### config.mk
export PLATFORM = sky130hd
export DESIGN_NAME = booth_mult_seq
export DESIGN_NICKNAME = d
export VERILOG_FILES = /design/src/rtl/booth_mult_seq.sv
export SDC_FILE = /design/constraint.sdc
export NUM_CORES = 1
export LEC_CHECK = 0
export ABC_AREA = 1
export CORE_MARGIN = 2
export CORE_UTILIZATION = 60
export CTS_CLUSTER_DIAMETER = 200
export DETAILED_ROUTE_END_ITERATION = 8
export DONT_BUFFER_PORTS = 1
export HOLD_SLACK_MARGIN = 0.08
export PLACE_DENSITY = 0.86
export SETUP_SLACK_MARGIN = 0.5
export SYNTH_ARGS = -nofsm -noshare
export SYNTH_HDL_FRONTEND = slang
export SYNTH_SLANG_ARGS = --single-unit
export TNS_END_PERCENT = 10
### constraint.sdc
create_clock -name clk -period 2.7 [get_ports clk]
set_clock_uncertainty 0.05 [all_clocks]
set_input_delay 0.54 -clock clk [delete_from_list [all_inputs] [get_ports clk]]
set_output_delay 0.54 -clock clk [all_outputs]
set_load 0.005 [all_outputs]
### src/rtl/booth_mult_seq.sv
// rtl/booth_mult_seq.sv - sequential Booth multiplier with valid/ready handshakes
// Radix-2 recoding by default; define BOOTH_RADIX4_EN for radix-4 recoding (N must be even).
module booth_mult_seq #(
  parameter int N = 8
) (
  input  logic             clk,
  input  logic             rst,
  input  logic             in_valid,
  output logic             in_ready,
  input  logic [N-1:0]     a,
  input  logic [N-1:0]     b,
  input  logic             tc,
  output logic             out_valid,
  input  logic             out_ready,
  output logic [2*N-1:0]   y
);

`ifdef BOOTH_RADIX4_EN
  localparam int W     = N + 2;
  localparam int STEPS = W / 2;
  localparam int SH    = 2;
`else
  localparam int W     = N + 1;
  localparam int STEPS = W;
  localparam int SH    = 1;
`endif
  localparam int AW = W + 1;
  localparam int SW = AW + W + 1;
  localparam int CW = $clog2(STEPS + 1);

  typedef enum logic [1:0] {IDLE, CALC, DONE} state_t;

  state_t           state_q, state_d;
  logic [W-1:0]     m_q, m_d;
  logic [AW-1:0]    acc_q, acc_d;
  logic [W-1:0]     q_q, q_d;
  logic             qm1_q, qm1_d;
  logic [CW-1:0]    cnt_q, cnt_d;
  logic [2*N-1:0]   y_q, y_d;

  logic [AW-1:0]    m_sx;
  logic [AW-1:0]    sum;
  logic signed [SW-1:0] shifted;

  assign m_sx = {m_q[W-1], m_q};

`ifdef BOOTH_RADIX4_EN
  logic [AW-1:0] m2;
  assign m2 = {m_q, 1'b0};

  always_comb begin
    sum = acc_q;
    case ({q_q[1:0], qm1_q})
      3'b001, 3'b010: sum = acc_q + m_sx;
      3'b011:         sum = acc_q + m2;
      3'b100:         sum = acc_q - m2;
      3'b101, 3'b110: sum = acc_q - m_sx;
      default:        sum = acc_q;
    endcase
  end
`else
  always_comb begin
    sum = acc_q;
    case ({q_q[0], qm1_q})
      2'b01:   sum = acc_q + m_sx;
      2'b10:   sum = acc_q - m_sx;
      default: sum = acc_q;
    endcase
  end
`endif

  // Arithmetic shift of the whole {acc,Q,Q_-1} chain keeps the partial product's sign.
  assign shifted = $signed({sum, q_q, qm1_q}) >>> SH;

  always_comb begin
    state_d = state_q;
    m_d     = m_q;
    acc_d   = acc_q;
    q_d     = q_q;
    qm1_d   = qm1_q;
    cnt_d   = cnt_q;
    y_d     = y_q;
    case (state_q)
      IDLE: begin
        if (in_valid) begin
          m_d     = {{(W-N){tc & a[N-1]}}, a};
          q_d     = {{(W-N){tc & b[N-1]}}, b};
          acc_d   = '0;
          qm1_d   = 1'b0;
          cnt_d   = CW'(STEPS);
          state_d = CALC;
        end
      end
      CALC: begin
        acc_d = shifted[SW-1:W+1];
        q_d   = shifted[W:1];
        qm1_d = shifted[0];
        cnt_d = cnt_q - CW'(1);
        if (cnt_q == CW'(1)) begin
          y_d     = shifted[2*N:1];
          state_d = DONE;
        end
      end
      DONE: begin
        if (out_ready) state_d = IDLE;
      end
      default: state_d = IDLE;
    endcase
  end

  always_ff @(posedge clk or posedge rst) begin
    if (rst) begin
      state_q <= IDLE;
      m_q     <= '0;
      acc_q   <= '0;
      q_q     <= '0;
      qm1_q   <= 1'b0;
      cnt_q   <= '0;
      y_q     <= '0;
    end else begin
      state_q <= state_d;
      m_q     <= m_d;
      acc_q   <= acc_d;
      q_q     <= q_d;
      qm1_q   <= qm1_d;
      cnt_q   <= cnt_d;
      y_q     <= y_d;
    end
  end

  assign in_ready  = (state_q == IDLE);
  assign out_valid = (state_q == DONE);
  assign y         = y_q;

endmodule

==> results of run 1 <==
==> synth_stat cells <==
library cell  number
nand2_1           99
dfrtp_1           50
inv_1             50
o21ai_0           26
nand3_1           17
nor2_1            14
ha_1              13
o21ai_2            8
a21oi_1            7
a22oi_1            7
o21ai_1            7
xor2_1             6
a31oi_1            4
buf_2              3
buf_6              3
inv_4              3
nor2_8             3
o22ai_1            3
clkbuf_1           2
inv_2              2
nand3b_1           2
o221ai_1           2
o31ai_1            2
or2_2              2
a21o_1             1
a32oi_1            1
clkinv_1           1
fa_1               1
nand2_4            1
nand4_1            1
nor2_2             1
nor3_1             1
o211ai_1           1
o21bai_1           1
o22ai_2            1
xnor2_1            1
==> state kept, by name, indices dropped and copies added (netlist names) <==
name and flops:
y 16, m_q 9, acc_q 9, q_q 9, state_q 2, cnt_q 4
qm1_q 1
==> layer usage <==
layer  global-route usage [%]  vias up  wire (µm)
li1                         -     1158          -
met1                     34.8     1124       2740
met2                     43.4      116       3520
met3                     5.94       24        462
met4                     13.4        0        244
met5                        0        -          0
==> cells by family after synthesis <==
kind of cell               share of synthesized area [%]
xor gates and xnor gates                            2.16
and+or+nand+nor                                     22.0
buffers and inverters                               9.66
adders and majority gates                           6.44
AOI/OAI and AO/OA                                   15.6
DFF                                                 44.1
==> critical path, delay by kind of cell, from the launching register on <==
kind,cells,cell delay (ns)
and+or+nand+nor,11,1.01
adders and majority gates,2,0.52
DFF,1,0.39
AOI/OAI and AO/OA,2,0.21
buffers and inverters,2,0.15
==> placed cells by master (no fill, tap or decap), types with 2 or more instances in the layout <==
cell | netlist | routed
o21ai_1 | 7 | 11
buf_4 | 0 | 16
nand2_1 | 99 | 92
ha_1 | 13 | 6
nand3_1 | 17 | 16
nor2_8 | 3 | 3
or2_2 | 2 | 2
o21ai_2 | 8 | 9
a31oi_1 | 4 | 3
clkbuf_8 | 0 | 5
nand3b_1 | 2 | 2
nor2_4 | 0 | 4
nand2_2 | 0 | 5
nor2_2 | 1 | 2
dfrtp_1 | 50 | 50
o221ai_1 | 2 | 2
nor2_1 | 14 | 9
inv_4 | 3 | 3
a22oi_1 | 7 | 7
ha_4 | 0 | 7
clkinv_4 | 0 | 2
o22ai_1 | 3 | 3
nand2_4 | 1 | 3
xor2_1 | 6 | 6
inv_1 | 50 | 42
inv_2 | 2 | 10
a21oi_1 | 7 | 6
o21ai_0 | 26 | 21
==> through the flow <==
step	instance area [µm²]	setup WS, ns	util [%]	hold WS (ns)
after floorplan	2870	0.521	-	0.402
after global placement	2890	0.280	62.4	0.372
after detailed placement	2890	0.217	62.4	0.376
after CTS	3200	0.438	69.2	0.250
after global routing	3280	0.185	70.9	0.240
final	3280	0.253	70.9	0.251
==> final cells by class <==
type / count / area share [%]
multi-input combinational: 233 / 45.9
sequential: 50 / 38.1
inverter: 56 / 6.63
timing repair buffer: 18 / 4.31
clock buffer: 5 / 2.10
tap: 54 / 2.06
clock inverter: 3 / 0.877
==> worst min-delay path by stage <==
| stage | start | endpoint | slack (ns) |
|---|---|---|---|
| global placement | rst | acc_q[3] | 0.37 |
| global route | out_ready | state_q[1] | 0.24 |
| CTS | out_ready | state_q[1] | 0.25 |
| detailed placement | rst | y[13] | 0.38 |
| floorplan | cnt_q[3] | cnt_q[3] | 0.40 |
| finish | out_ready | state_q[1] | 0.25 |
==> timing repair <==
action / in CTS / in global routing
hold buffers: 1 / 0
buffers inserted: 9 / 6
pin swaps: 16 / 9
endpoints found under the hold margin: 15 / 0
endpoints found under the setup margin: 12 / 14
gates resized for setup: 34 / 10
==> results.tsv, run 1 <==
metric	value	unit
antenna fix cells	0	
CP endpoint	acc_q[8]	
area of the multi-input gates	1510	µm²
Yosys reg bits	50	
detailed-placement wirelength estimate	4300	µm
Tightest Hold Check Type	in -> reg	
dpl cells	395	
vias in the first global route	2383	
layout cells sized above 1	21.9	%
die area	5300	µm²
area grow syn2layout	15.7	%
CTS Buf Count	5	
GRT Total Usage	27.1	%
# nets final	399	
Avg Inst Size Synth	8.18	µm²
Clock Tree Buf Depth	2	
Sink Count	50	
area share of the leading cell type in the synthesized netlist	44.1	%
unrepaired setup endpoints after global routing	yes	
GPL Wtd Cong	0.855	
first-pass GRT wire length	11100	µm
Final period util	90.6	%
Boundary Pins	39	
total congestion overflow	0	
vias post-DR	2422	
drt initial violations	239	
sequential share of the synthesized area	44.1	%
drt total wl	6970	µm
R2R Path Start	m_q[1]	
Setup CP Type	reg -> reg	
Critical Path Slowest Stage Cell	dfrtp_1	
ANT nets after route	0	
CP startpoint	m_q[1]	
FMAX	409	MHz
CTS tree	built	
FP Rows	25	
Slew HR	75.5	%
Final Max Tran Viols	0	
worst-skew pair later-pin latency	0.32	ns
initial antenna violation count	0	
Max-Cap Viols	0	
reg-to-reg endpoint	acc_q[8]	
syn_nets	382	
Setup TNS	0	ns
mapped cell area	2840	µm²
Cells after Synth	347	
Initial Utilization	61.3	%
critical path's most frequent cell	nand2_1	
status	finished, final reports clean	
# fillers	327	
largest net degree at the start of global routing	27	
Worst setup SP type	register	
Reg2Reg Depth	17	
cell breakdown of the critical path	inv_2 -> ha_4 -> nand2_4 -> inv_1 -> o21ai_1 -> o21ai_1 -> ha_1 -> nand2_2 -> nand2_1 -> nand2_1 -> nand2_1 -> nand2_2 -> nand2_1 -> nor2_4 -> nand3_1 -> nand3_2 -> nand2_1	
crit path max fanout	4	
Worst-path clk slew	0.10	ns
min Tclk post-route	2.45	ns
Avg WL per Cell	16.6	µm
worst reg2reg setup slack	0.25	ns
largest cells by area after synthesis	dfrtp_1, nand2_1, inv_1	
# DRC	0	
Final Setup Violations	0	
WP data arrival	2.61	ns
Yosys warnings	0	
worst path required time	2.86	ns
CP endpoint kind	register	
via/cell ratio	5.78	
count of cell types in the netlist	36	
IO buf count	0	
die width	72.8	µm
htree depth	2	
Layout Cells excl Fill	419	
Worst-Margin Slew	0.367	ns
DR pass1 iterations	4	
Crit path largest cell delay	0.39	ns
Final Hold Vio Count	0	
Hold Path Stages	1	
post-synth top area cell	dfrtp_1	
sequential cell area	1250	µm²
core footprint	4630	µm²
chip height	72.8	µm
clk root buf	clkbuf_8	
Power of run 1 is not shown: default switching activity piles up to over one toggle a cycle in this logic, so the estimate is an artifact.
==> run 2: changes to the inputs <==
--- a/config.mk
+++ b/config.mk
@@ -16,2 +16,3 @@
 export SETUP_SLACK_MARGIN = 0.5
+export SLEW_MARGIN = 20
 export SYNTH_ARGS = -nofsm -noshare
==> constraint.sdc (replaced) <==
create_clock -name clk -period 2.8 [get_ports clk]
set_clock_uncertainty 0.05 [all_clocks]
set_input_delay 0.7 -clock clk [delete_from_list [all_inputs] [get_ports clk]]
set_output_delay 0.7 -clock clk [all_outputs]
set_load 0.005 [all_outputs]
==> run 2 against run 1 <==
  * Critical path depth is 1 lower
  * Worst setup slack better by 0.081 ns
  * First-iteration DRC count rose by 51%
  * Sequential share of layout area up 0.41 points
  * Non-clock buffer count fell by 10
  * Die area unchanged
  * Maximum frequency is 0.77% lower
  * Design area is 1.1% lower
  * Sequential cell count unchanged
  * Cell count fell by 2.4%
  * Global-route usage shrank 2.8 points
  * Via count increased by 2.1%
  * Critical endpoint unchanged
  * Highest routed layer unchanged
==> results.tsv, run 2 (synthesized netlist as in run 1, its figures left out) <==
metric	value	unit	change
Layout Utilization	70.1	%	-0.76 points
Max-Cap Viols	0		unchanged
Initial Utilization	61.3	%	unchanged
# nets final	389		-2.5%
WHS	0.364	ns	+0.113 ns
Final Hold Vio Count	0		unchanged
htree depth	2		unchanged
WP data arrival	2.61	ns	about the same
dpl cells	394		-0.25%
GPL Wtd Cong	0.877		+2.5%
crit path max fanout	6		+2
most common cell after layout, fill and taps aside	nand2_1		
area grow syn2layout	14.4	%	
via/cell ratio	6.04		+4.6%
DR pass1 iterations	5		+1
# fillers	335		+2.4%
clk root buf	clkbuf_8		
unrepaired setup endpoints after global routing	yes		
# DRC	0		unchanged
layout cells sized above 1	20.8	%	-1.1 points
largest net degree at the start of global routing	51		+89%
CTS Buf Count	5		unchanged
drt initial violations	362		+51%
IO buf count	0		unchanged
FP Rows	25		unchanged
Sink Count	50		unchanged
detailed-placement wirelength estimate	4040	µm	-6.1%
die area	5300	µm²	unchanged
total congestion overflow	0		unchanged
initial antenna violation count	0		unchanged
chip height	72.8	µm	unchanged
Top Layer Used	met4		
area of the multi-input gates	1520	µm²	+1.0%
die width	72.8	µm	unchanged
core footprint	4630	µm²	unchanged
Clock Tree Buf Depth	2		unchanged
GRT Total Usage	24.2	%	-2.8 points
Boundary Pins	39		unchanged
drt total wl	6950	µm	-0.24%
commonest non-fill, non-tap cells in the layout	nand2_1, dfrtp_1, inv_1		
min Tclk post-route	2.47	ns	+0.0191 ns
Metal-1 WL	2690	µm	-1.8%
hold_buf cts	0		-1
Worst-Margin Slew	0.628	ns	+0.261 ns
status	finished, final reports clean		
sequential cell area	1250	µm²	unchanged
Final Max Tran Viols	0		unchanged
Slew HR	58.2	%	-17 points
WL met2	3630	µm	+3.0%
Tightest Hold Check Type	in -> async		
antenna fix cells	0		unchanged
vias in the first global route	2156		-9.5%
vias post-DR	2472		+2.1%
Final period util	88.1	%	-2.6 points
met3 WL	378	µm	-18%
Worst setup SP type	register		
Final Setup Violations	0		unchanged
Avg WL per Cell	17.0	µm	+2.2%
CP endpoint kind	register		
worst-skew pair later-pin latency	0.31	ns	about the same
Worst-path clk slew	0.11	ns	about the same
FMAX	405	MHz	-0.77%
worst path required time	2.94	ns	+0.08 ns
Setup TNS	0	ns	unchanged
first-pass GRT wire length	9850	µm	-11%
Layout Cells excl Fill	409		-2.4%
CTS tree	built		
Setup CP Type	reg -> reg		
number of flip-flops in the largest register	16		unchanged
ANT nets after route	0		unchanged
## run 2: changes by cell type in the layout (fill, tap and decap cells not counted), sizes merged
cell / change
clkinv: -1
dlygate4sd3: -1
buf: -9
inv: -1
bufinv: +1
clkinvlp: +1
## run 2: layout make-up
class	count	share of cell area, %
multi-input cells	233	46.9
clock buffers	5	2.12
clock inverters	3	1.35
well taps	54	2.08
repair buffers	8	2.24
flip-flops and latches	50	38.5
inverters	56	6.82
## run 2: through the flow
stage	setup slack (ns)	instance area [µm²]
final	0.334	3250
after global routing	0.193	3250
after CTS	0.504	3070
after detailed placement	0.321	2860
after global placement	0.404	2860
after floorplan	0.512	2840
## run 2: worst max-delay path, cell delays in order, from the launching register on
cell,delay [ns]
dfrtp_1,0.38
inv_2,0.07
ha_4,0.19
clkinvlp_4,0.19
a21oi_2,0.22
xor2_1,0.16
inv_1,0.10
ha_4,0.30
nand2_4,0.07
nor2_4,0.12
inv_2,0.04
nor3_2,0.17
nor2_2,0.07
inv_1,0.07
nand2_1,0.06
nand3_1,0.06
nand2_1,0.05
## run 2: repair_timing
action                                  CTS  global route
setup buffers                             5             2
gates resized for setup                  18            33
endpoints found under the setup margin   10            13
pin swaps                                 6            18
## run 2: metal layers
layer	track usage, %	vias to the layer above
li1	-	1142
met1	30.3	1199
met2	41.0	105
met3	4.28	26
met4	11.1	0
met5	0	-
## run 2: path summary, 6_finish.rpt
path / from / to / slack [ns] / cells after the start
max: qm1_q / acc_q[8] / 0.33 / 16
min: rst / acc_q[5] / 0.36 / 2
max reg2reg: qm1_q / acc_q[8] / 0.33 / 16
min reg2reg: y[9] / y[9] / 0.46 / 2
max in group asynchronous: rst / state_q[0] / 1.89 / 2
min in group clk: out_ready / state_q[1] / 0.42 / 1
Power of run 2 is left out for the same reason.
==> run 3: changes to the inputs <==
SKIP_LAST_GASP = 1   (was unset)
==> results of run 3 <==
No change in the layout: final DEF, timing and power equal those of run 2.
Power of run 3 is left out for the same reason.
